$ cat config.mk
export PLATFORM = sky130hd
export DESIGN_NAME = apb_regfile_slave_flat
export DESIGN_NICKNAME = d
export VERILOG_FILES = /design/src/rtl/apb_regfile_slave_if.sv /design/src/rtl/apb_regfile_slave.sv /design/src/flat_wrapper.sv
export SDC_FILE = /design/constraint.sdc
export NUM_CORES = 1
export LEC_CHECK = 0
export ABC_AREA = 1
export BUFFER_PORTS_ARGS = -buffer_cell sky130_fd_sc_hd__buf_4
export CAP_MARGIN = 25
export CORE_ASPECT_RATIO = 1.4
export CORE_MARGIN = 4
export CORE_UTILIZATION = 59
export DETAILED_ROUTE_END_ITERATION = 7
export HOLD_SLACK_MARGIN = 0.08
export PLACE_DENSITY = 0.77
export SKIP_CTS_REPAIR_TIMING = 1
export SLEW_MARGIN = 20
export SYNTH_ARGS = -nofsm -noshare
export SYNTH_HDL_FRONTEND = slang
export SYNTH_SLANG_ARGS = --single-unit
$ cat constraint.sdc
create_clock -name pclk -period 2.9 [get_ports pclk]
set_input_delay 0.58 -clock pclk [delete_from_list [all_inputs] [get_ports pclk]]
set_output_delay 0.58 -clock pclk [all_outputs]
set_load 0.05 [all_outputs]
$ cat src/rtl/apb_regfile_slave_if.sv
// APB bus bundle between a master and apb_regfile_slave.
// Signals: psel, penable, pwrite, paddr, pwdata, pstrb (master -> slave);
//          prdata, pready, pslverr (slave -> master).
// Clock and reset stay outside the bundle as plain module ports.
interface apb_regfile_slave_if #(
  parameter int unsigned DATA_WIDTH = 32,
  parameter int unsigned ADDR_WIDTH = 8
);
  logic                    psel;
  logic                    penable;
  logic                    pwrite;
  logic [ADDR_WIDTH-1:0]   paddr;
  logic [DATA_WIDTH-1:0]   pwdata;
  logic [DATA_WIDTH/8-1:0] pstrb;
  logic [DATA_WIDTH-1:0]   prdata;
  logic                    pready;
  logic                    pslverr;

  modport master (
    output psel, penable, pwrite, paddr, pwdata, pstrb,
    input  prdata, pready, pslverr
  );

  modport slave (
    input  psel, penable, pwrite, paddr, pwdata, pstrb,
    output prdata, pready, pslverr
  );
endinterface

$ cat src/rtl/apb_regfile_slave.sv
// APB register-file slave: DEPTH words, word 0 a read-only ID, words
// 1..DEPTH-1 byte-strobed read/write, WAIT_STATES wait cycles per transfer.
// Ports:
//   pclk - clock, all state on the rising edge
//   prst - synchronous active-high reset
//   bus  - apb_regfile_slave_if.slave (psel, penable, pwrite, paddr, pwdata,
//          pstrb in; prdata, pready, pslverr out, all outputs combinational)
module apb_regfile_slave #(
  parameter int unsigned DATA_WIDTH  = 32,
  parameter int unsigned ADDR_WIDTH  = 8,
  parameter int unsigned DEPTH       = 16,
  parameter int unsigned WAIT_STATES = 0,
  parameter logic [31:0] ID_VALUE    = 32'hA5B0_0001
) (
  input  logic                pclk,
  input  logic                prst,
  apb_regfile_slave_if.slave  bus
);

  localparam int unsigned BYTES = DATA_WIDTH / 8;
  localparam int unsigned OFF_W = $clog2(BYTES);
  localparam int unsigned CNT_W = 4;
  localparam logic [DATA_WIDTH-1:0] ID_WORD = DATA_WIDTH'(ID_VALUE);

  typedef enum logic [1:0] {
    IDLE   = 2'd0,
    SETUP  = 2'd1,
    ACCESS = 2'd2
  } state_t;

  // state_q remembers which phase the current cycle may continue from;
  // state_c is the bus phase of the current cycle.
  state_t                 state_q;
  state_t                 state_d;
  state_t                 state_c;
  logic [CNT_W-1:0]       wait_cnt;
  logic [CNT_W-1:0]       wait_d;

  logic [DATA_WIDTH-1:0]  regs [1:DEPTH-1];

  logic [ADDR_WIDTH-1:0]  word_idx;
  logic                   unaligned;
  logic                   out_of_range;
  logic                   err_c;
  logic                   pready_c;
  logic                   wr_en_c;
  logic [DATA_WIDTH-1:0]  rd_word_c;
  logic [DATA_WIDTH-1:0]  prdata_c;

  // Address decode
  assign word_idx     = bus.paddr >> OFF_W;
  assign unaligned    = (bus.paddr & ADDR_WIDTH'(BYTES - 1)) != '0;
  assign out_of_range = 32'(word_idx) >= DEPTH;

  // Next-state, wait counter and response
  always_comb begin
    state_c  = IDLE;
    state_d  = IDLE;
    wait_d   = '0;
    pready_c = 1'b0;
    err_c    = 1'b0;
    wr_en_c  = 1'b0;
    prdata_c = '0;

    // penable without a preceding SETUP is a violation and stays IDLE
    if (bus.psel) begin
      if (!bus.penable) begin
        state_c = SETUP;
      end else if (state_q == SETUP || state_q == ACCESS) begin
        state_c = ACCESS;
      end
    end

    if (state_c == ACCESS && wait_cnt == CNT_W'(WAIT_STATES)) begin
      pready_c = 1'b1;
    end

    if (pready_c) begin
      err_c = unaligned || out_of_range || (bus.pwrite && word_idx == '0);
    end

    wr_en_c = pready_c && bus.pwrite && !err_c;

    if (pready_c && !bus.pwrite && !err_c) begin
      prdata_c = rd_word_c;
    end

    if (state_c == ACCESS && !pready_c) begin
      wait_d = wait_cnt + CNT_W'(1);
    end

    // A completed ACCESS only continues into a fresh SETUP
    state_d = pready_c ? IDLE : state_c;
  end

  // Read mux
  always_comb begin
    rd_word_c = '0;
    if (word_idx == '0) begin
      rd_word_c = ID_WORD;
    end
    for (int unsigned i = 1; i < DEPTH; i++) begin
      if (word_idx == ADDR_WIDTH'(i)) begin
        rd_word_c = regs[i];
      end
    end
  end

  // State and wait counter
  always_ff @(posedge pclk) begin
    if (prst) begin
      state_q  <= IDLE;
      wait_cnt <= '0;
    end else begin
      state_q  <= state_d;
      wait_cnt <= wait_d;
    end
  end

  // Register storage with per-byte-lane write strobes
  always_ff @(posedge pclk) begin
    if (prst) begin
      for (int unsigned i = 1; i < DEPTH; i++) begin
        regs[i] <= '0;
      end
    end else if (wr_en_c) begin
      for (int unsigned i = 1; i < DEPTH; i++) begin
        if (word_idx == ADDR_WIDTH'(i)) begin
          for (int unsigned k = 0; k < BYTES; k++) begin
            if (bus.pstrb[k]) begin
              regs[i][8*k +: 8] <= bus.pwdata[8*k +: 8];
            end
          end
        end
      end
    end
  end

  assign bus.pready  = pready_c;
  assign bus.pslverr = err_c;
  assign bus.prdata  = prdata_c;

endmodule

$ cat src/flat_wrapper.sv
// flat-port wrapper written by rule: the top's interface ports become plain ports
module apb_regfile_slave_flat 
#(
  parameter int unsigned DATA_WIDTH  = 32,
  parameter int unsigned ADDR_WIDTH  = 8,
  parameter int unsigned DEPTH       = 16,
  parameter int unsigned WAIT_STATES = 0,
  parameter logic [31:0] ID_VALUE    = 32'hA5B0_0001
)
  (pclk, prst, bus_psel, bus_penable, bus_pwrite, bus_paddr, bus_pwdata, bus_pstrb, bus_prdata, bus_pready, bus_pslverr);
  apb_regfile_slave_if #(.DATA_WIDTH(DATA_WIDTH), .ADDR_WIDTH(ADDR_WIDTH)) bus_i ();
  input  logic pclk;
  input  logic prst;
  input wire logic [$bits(bus_i.psel)-1:0] bus_psel;
  input wire logic [$bits(bus_i.penable)-1:0] bus_penable;
  input wire logic [$bits(bus_i.pwrite)-1:0] bus_pwrite;
  input wire logic [$bits(bus_i.paddr)-1:0] bus_paddr;
  input wire logic [$bits(bus_i.pwdata)-1:0] bus_pwdata;
  input wire logic [$bits(bus_i.pstrb)-1:0] bus_pstrb;
  output wire logic [$bits(bus_i.prdata)-1:0] bus_prdata;
  output wire logic [$bits(bus_i.pready)-1:0] bus_pready;
  output wire logic [$bits(bus_i.pslverr)-1:0] bus_pslverr;
  assign bus_i.psel = bus_psel;
  assign bus_i.penable = bus_penable;
  assign bus_i.pwrite = bus_pwrite;
  assign bus_i.paddr = bus_paddr;
  assign bus_i.pwdata = bus_pwdata;
  assign bus_i.pstrb = bus_pstrb;
  assign bus_prdata = bus_i.prdata;
  assign bus_pready = bus_i.pready;
  assign bus_pslverr = bus_i.pslverr;
  apb_regfile_slave #(.DATA_WIDTH(DATA_WIDTH), .ADDR_WIDTH(ADDR_WIDTH), .DEPTH(DEPTH), .WAIT_STATES(WAIT_STATES), .ID_VALUE(ID_VALUE)) u_core (.pclk(pclk), .prst(prst), .bus(bus_i));
endmodule
==> flow_summary.toml <==
[setup_path]
path_delay_family = "simple AND/OR/NAND/NOR gates"
required_ns = 2.32
worst_setup_path_end_kind = "primary output"
crit_buf_inv = 5
crit_path_max_incr_delay_ns = 0.21
critPathMostFrequentCell = "nand2_1"
cp-start-kind = "input port"
critical-path-slowest-cell = "nor2_4"
cp_data_arrival_time_ns = 2.52
cp_cell_sequence = "buf_12 -> nor2_4 -> buf_6 -> nand3_2 -> buf_12 -> buf_4 -> nor2_1 -> nor2_2 -> nand4_1 -> nand2_1 -> nand2_1 -> nand2_2 -> nand4_1 -> nand2_1 -> a21oi_2 -> buf_6"
critical_path.max_fanout = 11
worst_setup_path_category = "input port to primary output"

[layout]
multiInputGateArea_mm2 = 0.00711
final_nets = 2468
layout-drive-gt1-share = 0.232
areaGrowthSynthToFinish_pct = 21.0
final-instance-count-excl-fill = 2925
sequential_cell_area_mm2 = 0.0145
antennaDiodeCount = 0
fillerInstances = 2457
postLayoutCoreUtil = 0.721

[route]
totalWireLength_um = 58300
drt_iter0_markers = 1797
route.detailed.wl_per_inst_um = 19.9
routed-via-count = 17000
drt-pass1-iter-count = 6
drc_errors = 0
route.antenna.remaining_nets = 0
viasPerCell = 5.82

[timing]
finalWorstPathRequiredPeriod_ns = 3.10
finalSetupViolations = 32
timing_hold_violations_final = 0
final_max_slew_viol_count = 0
timing.fmax_mhz = 323
worst_slew_pin_slew_ns = 0.738
fin_worst_hold_slack_ns = 0.199
timing.slew.headroom = 0.508
rsz0062_at_grt = "yes"
post-route-period-util = 1.07
postLayoutSetupSlackWorst_ns = -0.195
worst_clock_skew_ns = 0.0175

[cts]
tritoncts = "yes"
clkSlewWorstSetupHoldPaths_ns = 0.06
clock_tree.buffer_depth = 3
cts_root_buf = "clkbuf_16"
clk-insertion-delay-late_ns = 0.56
cts_made_buffers = 46
cts.sink_count = 486
depth_of_the_cts_h_tree = 2

[yosys]
synth-main-ff-cell = "edfxtp_1"
synth_top_area_frac = 0.647
synth_most_common_cell = "nor2_1"
dominant_cell_type_by_area_after_synthesis = "edfxtp_1"
syn-instance-count = 2201
synth_seq_cells = 486
synth.net_count = 2252
post_synth_main_area_contributors = "edfxtp_1 (65%), nor2_1 (11%), nand2_1 (5.9%), nand4_1 (3.1%), inv_1 (2.4%)"
post_synth_num_cell_types = 33
asyncSetResetFlopFracSynth = 0
seq_area_frac_synth = 0.652
post_synth_instance_area_mm2 = 0.0223
synthesized_area_divided_by_synthesized_cell_count_um2 = 10.1
ys.warnings.count = 0
synth.cells.most_frequent = "nor2_1 (648), edfxtp_1 (480), nand2_1 (352)"
synth_enable_flop_cells = 480

[power]
switchingPower_mw = 3.12
power.ir.vdd_worst_mv = 0.497
power.density_mw_per_mm2 = 534
power_leakage_nw = 10.9
pwr-share-seq = 0.553
combPwrFrac = 0.055
netSwitchingFraction = 0.217
power.clock.fraction = 0.392
internal_power_mw = 11.3

[floorplanning]
total_die_area_mm2 = 0.0410
floorplan.die.width_um = 172
floorplan.rows = 84
io-pin-count = 83
design.core.area_mm2 = 0.0374
floorplan.initialDensity = 0.596
die_y_um = 238

[outcome]
failing_checks = "negative setup slack"
run_status = "finished, violations left"

[global_route]
grtUsageTotal = 0.270
vias_in_the_first_global_route = 16700
first_pass_grt_wire_length_um = 85800
grt_remaining_overflow = 0
grt_max_degree = 76
grt_antenna_before_repair = 0

[placement]
routabilityCongestion = 0.897
detailed_place_hpwl_um = 39600
placed_cells_incl_taps = 2808
buffer_ports.inserted = 82

[run]
maxCapViolations = 0

[hold_path]
timing.hold.worst.class = "input port to register"
-- cell type report --
cell class                 count  area share
clock inverter                21     0.00543
multi-input combinational   1441       0.264
inverter                     156      0.0234
sequential                   486       0.539
tap                          473      0.0219
timing repair buffer         286       0.101
clock buffer                  62      0.0457
-- kinds of logic (layout without fill, tap and decap cells) --
| family | after synthesis | in the layout | share of synthesized area |
|---|---|---|---|
| buffers and inverters | 275 | 525 | 0.0498 |
| AO/OA/AOI/OAI | 159 | 159 | 0.0375 |
| XOR/XNOR | 3 | 3 | 0.00118 |
| AND/OR/NAND/NOR | 1276 | 1277 | 0.258 |
| adder cells (fa/ha/maj) | 2 | 2 | 0.00112 |
| flip-flops | 486 | 486 | 0.652 |
-- cell usage in the layout, fill, tap and decap left out, types with 3 or more instances in the layout --
cell type,Yosys,layout
nor2_1,648,601
edfxtp_1,480,480
nand2_1,352,320
buf_4,5,206
inv_1,143,128
nand4_1,110,110
o21ai_0,75,71
a21oi_1,67,57
clkbuf_16,0,51
buf_6,1,46
nand3_1,58,44
nor2_2,6,38
nand3_2,21,34
or2_2,31,31
nand2_2,4,26
nor2_4,9,25
buf_12,0,22
nand3_4,20,21
inv_2,13,17
clkbuf_1,83,15
o211ai_1,14,14
clkinv_1,0,12
nand2_4,1,11
or2_0,12,11
a21oi_2,0,10
buf_8,2,8
dfxtp_1,6,6
inv_4,0,5
clkinv_2,0,5
clkinvlp_4,0,4
o21ai_2,0,3
-- flip-flops by register name, indices dropped and copies added (netlist names) --
signal,flops
u_core.regs,480
u_core.wait_cnt,4
u_core.state_q,2
-- worst reg2reg max path, stage by stage, from the launching register on --
cell and delay [ns]:
dfxtp_1 0.32, xor2_1 0.18, nand3_2 0.13, nor2_4 0.13
buf_4 0.17, nand3_1 0.18, inv_2 0.22, nand2_2 0.11
inv_2 0.36, nand3_1 0.39, nor2_1 0.22
-- metrics by stage --
stage / power, mW / setup slack [ns] / cell area, µm² / setup TNS, ns
5_1_grt: 14.7 / -0.275 / 27000 / -7.11
4_1_cts: 14.3 / -0.219 / 25900 / -5.39
3_3_place_gp: 8.80 / -0.160 / 24500 / -4.08
2_1_floorplan: 8.47 / 0.0770 / 22300 / 0
3_5_place_dp: 8.83 / -0.202 / 24500 / -5.12
6_report: 14.4 / -0.195 / 27000 / -3.89
-- power groups by stage --
stage	Sequential (mW)	Clock, mW	Combinational [mW]
2_1_floorplan	8.10	0	0.372
3_3_place_gp	8.10	0	0.699
3_5_place_dp	8.11	0	0.721
4_1_cts	7.97	5.65	0.724
5_1_grt	7.98	5.92	0.846
6_report	7.97	5.65	0.796
-- path summary, 6_finish.rpt --
path | start | endpoint | slack (ns) | cells after the start
worst min register to register | u_core.wait_cnt[0] | u_core.wait_cnt[0] | 0.47 | 1
worst max-delay path | bus_paddr[6] | bus_prdata[25] | -0.20 | 16
worst max register to register | u_core.state_q[0] | u_core.regs[0][162] | 0.31 | 10
worst min-delay path | bus_penable | u_core.state_q[0] | 0.20 | 2
-- layer usage --
layer | routed length, µm | GRT usage
met1 | 20400 | 0.311
met2 | 31700 | 0.496
met3 | 3680 | 0.0315
met4 | 2480 | 0.124
met5 | 0 | 0
No activity file was read; power rests on OpenSTA's default activity.
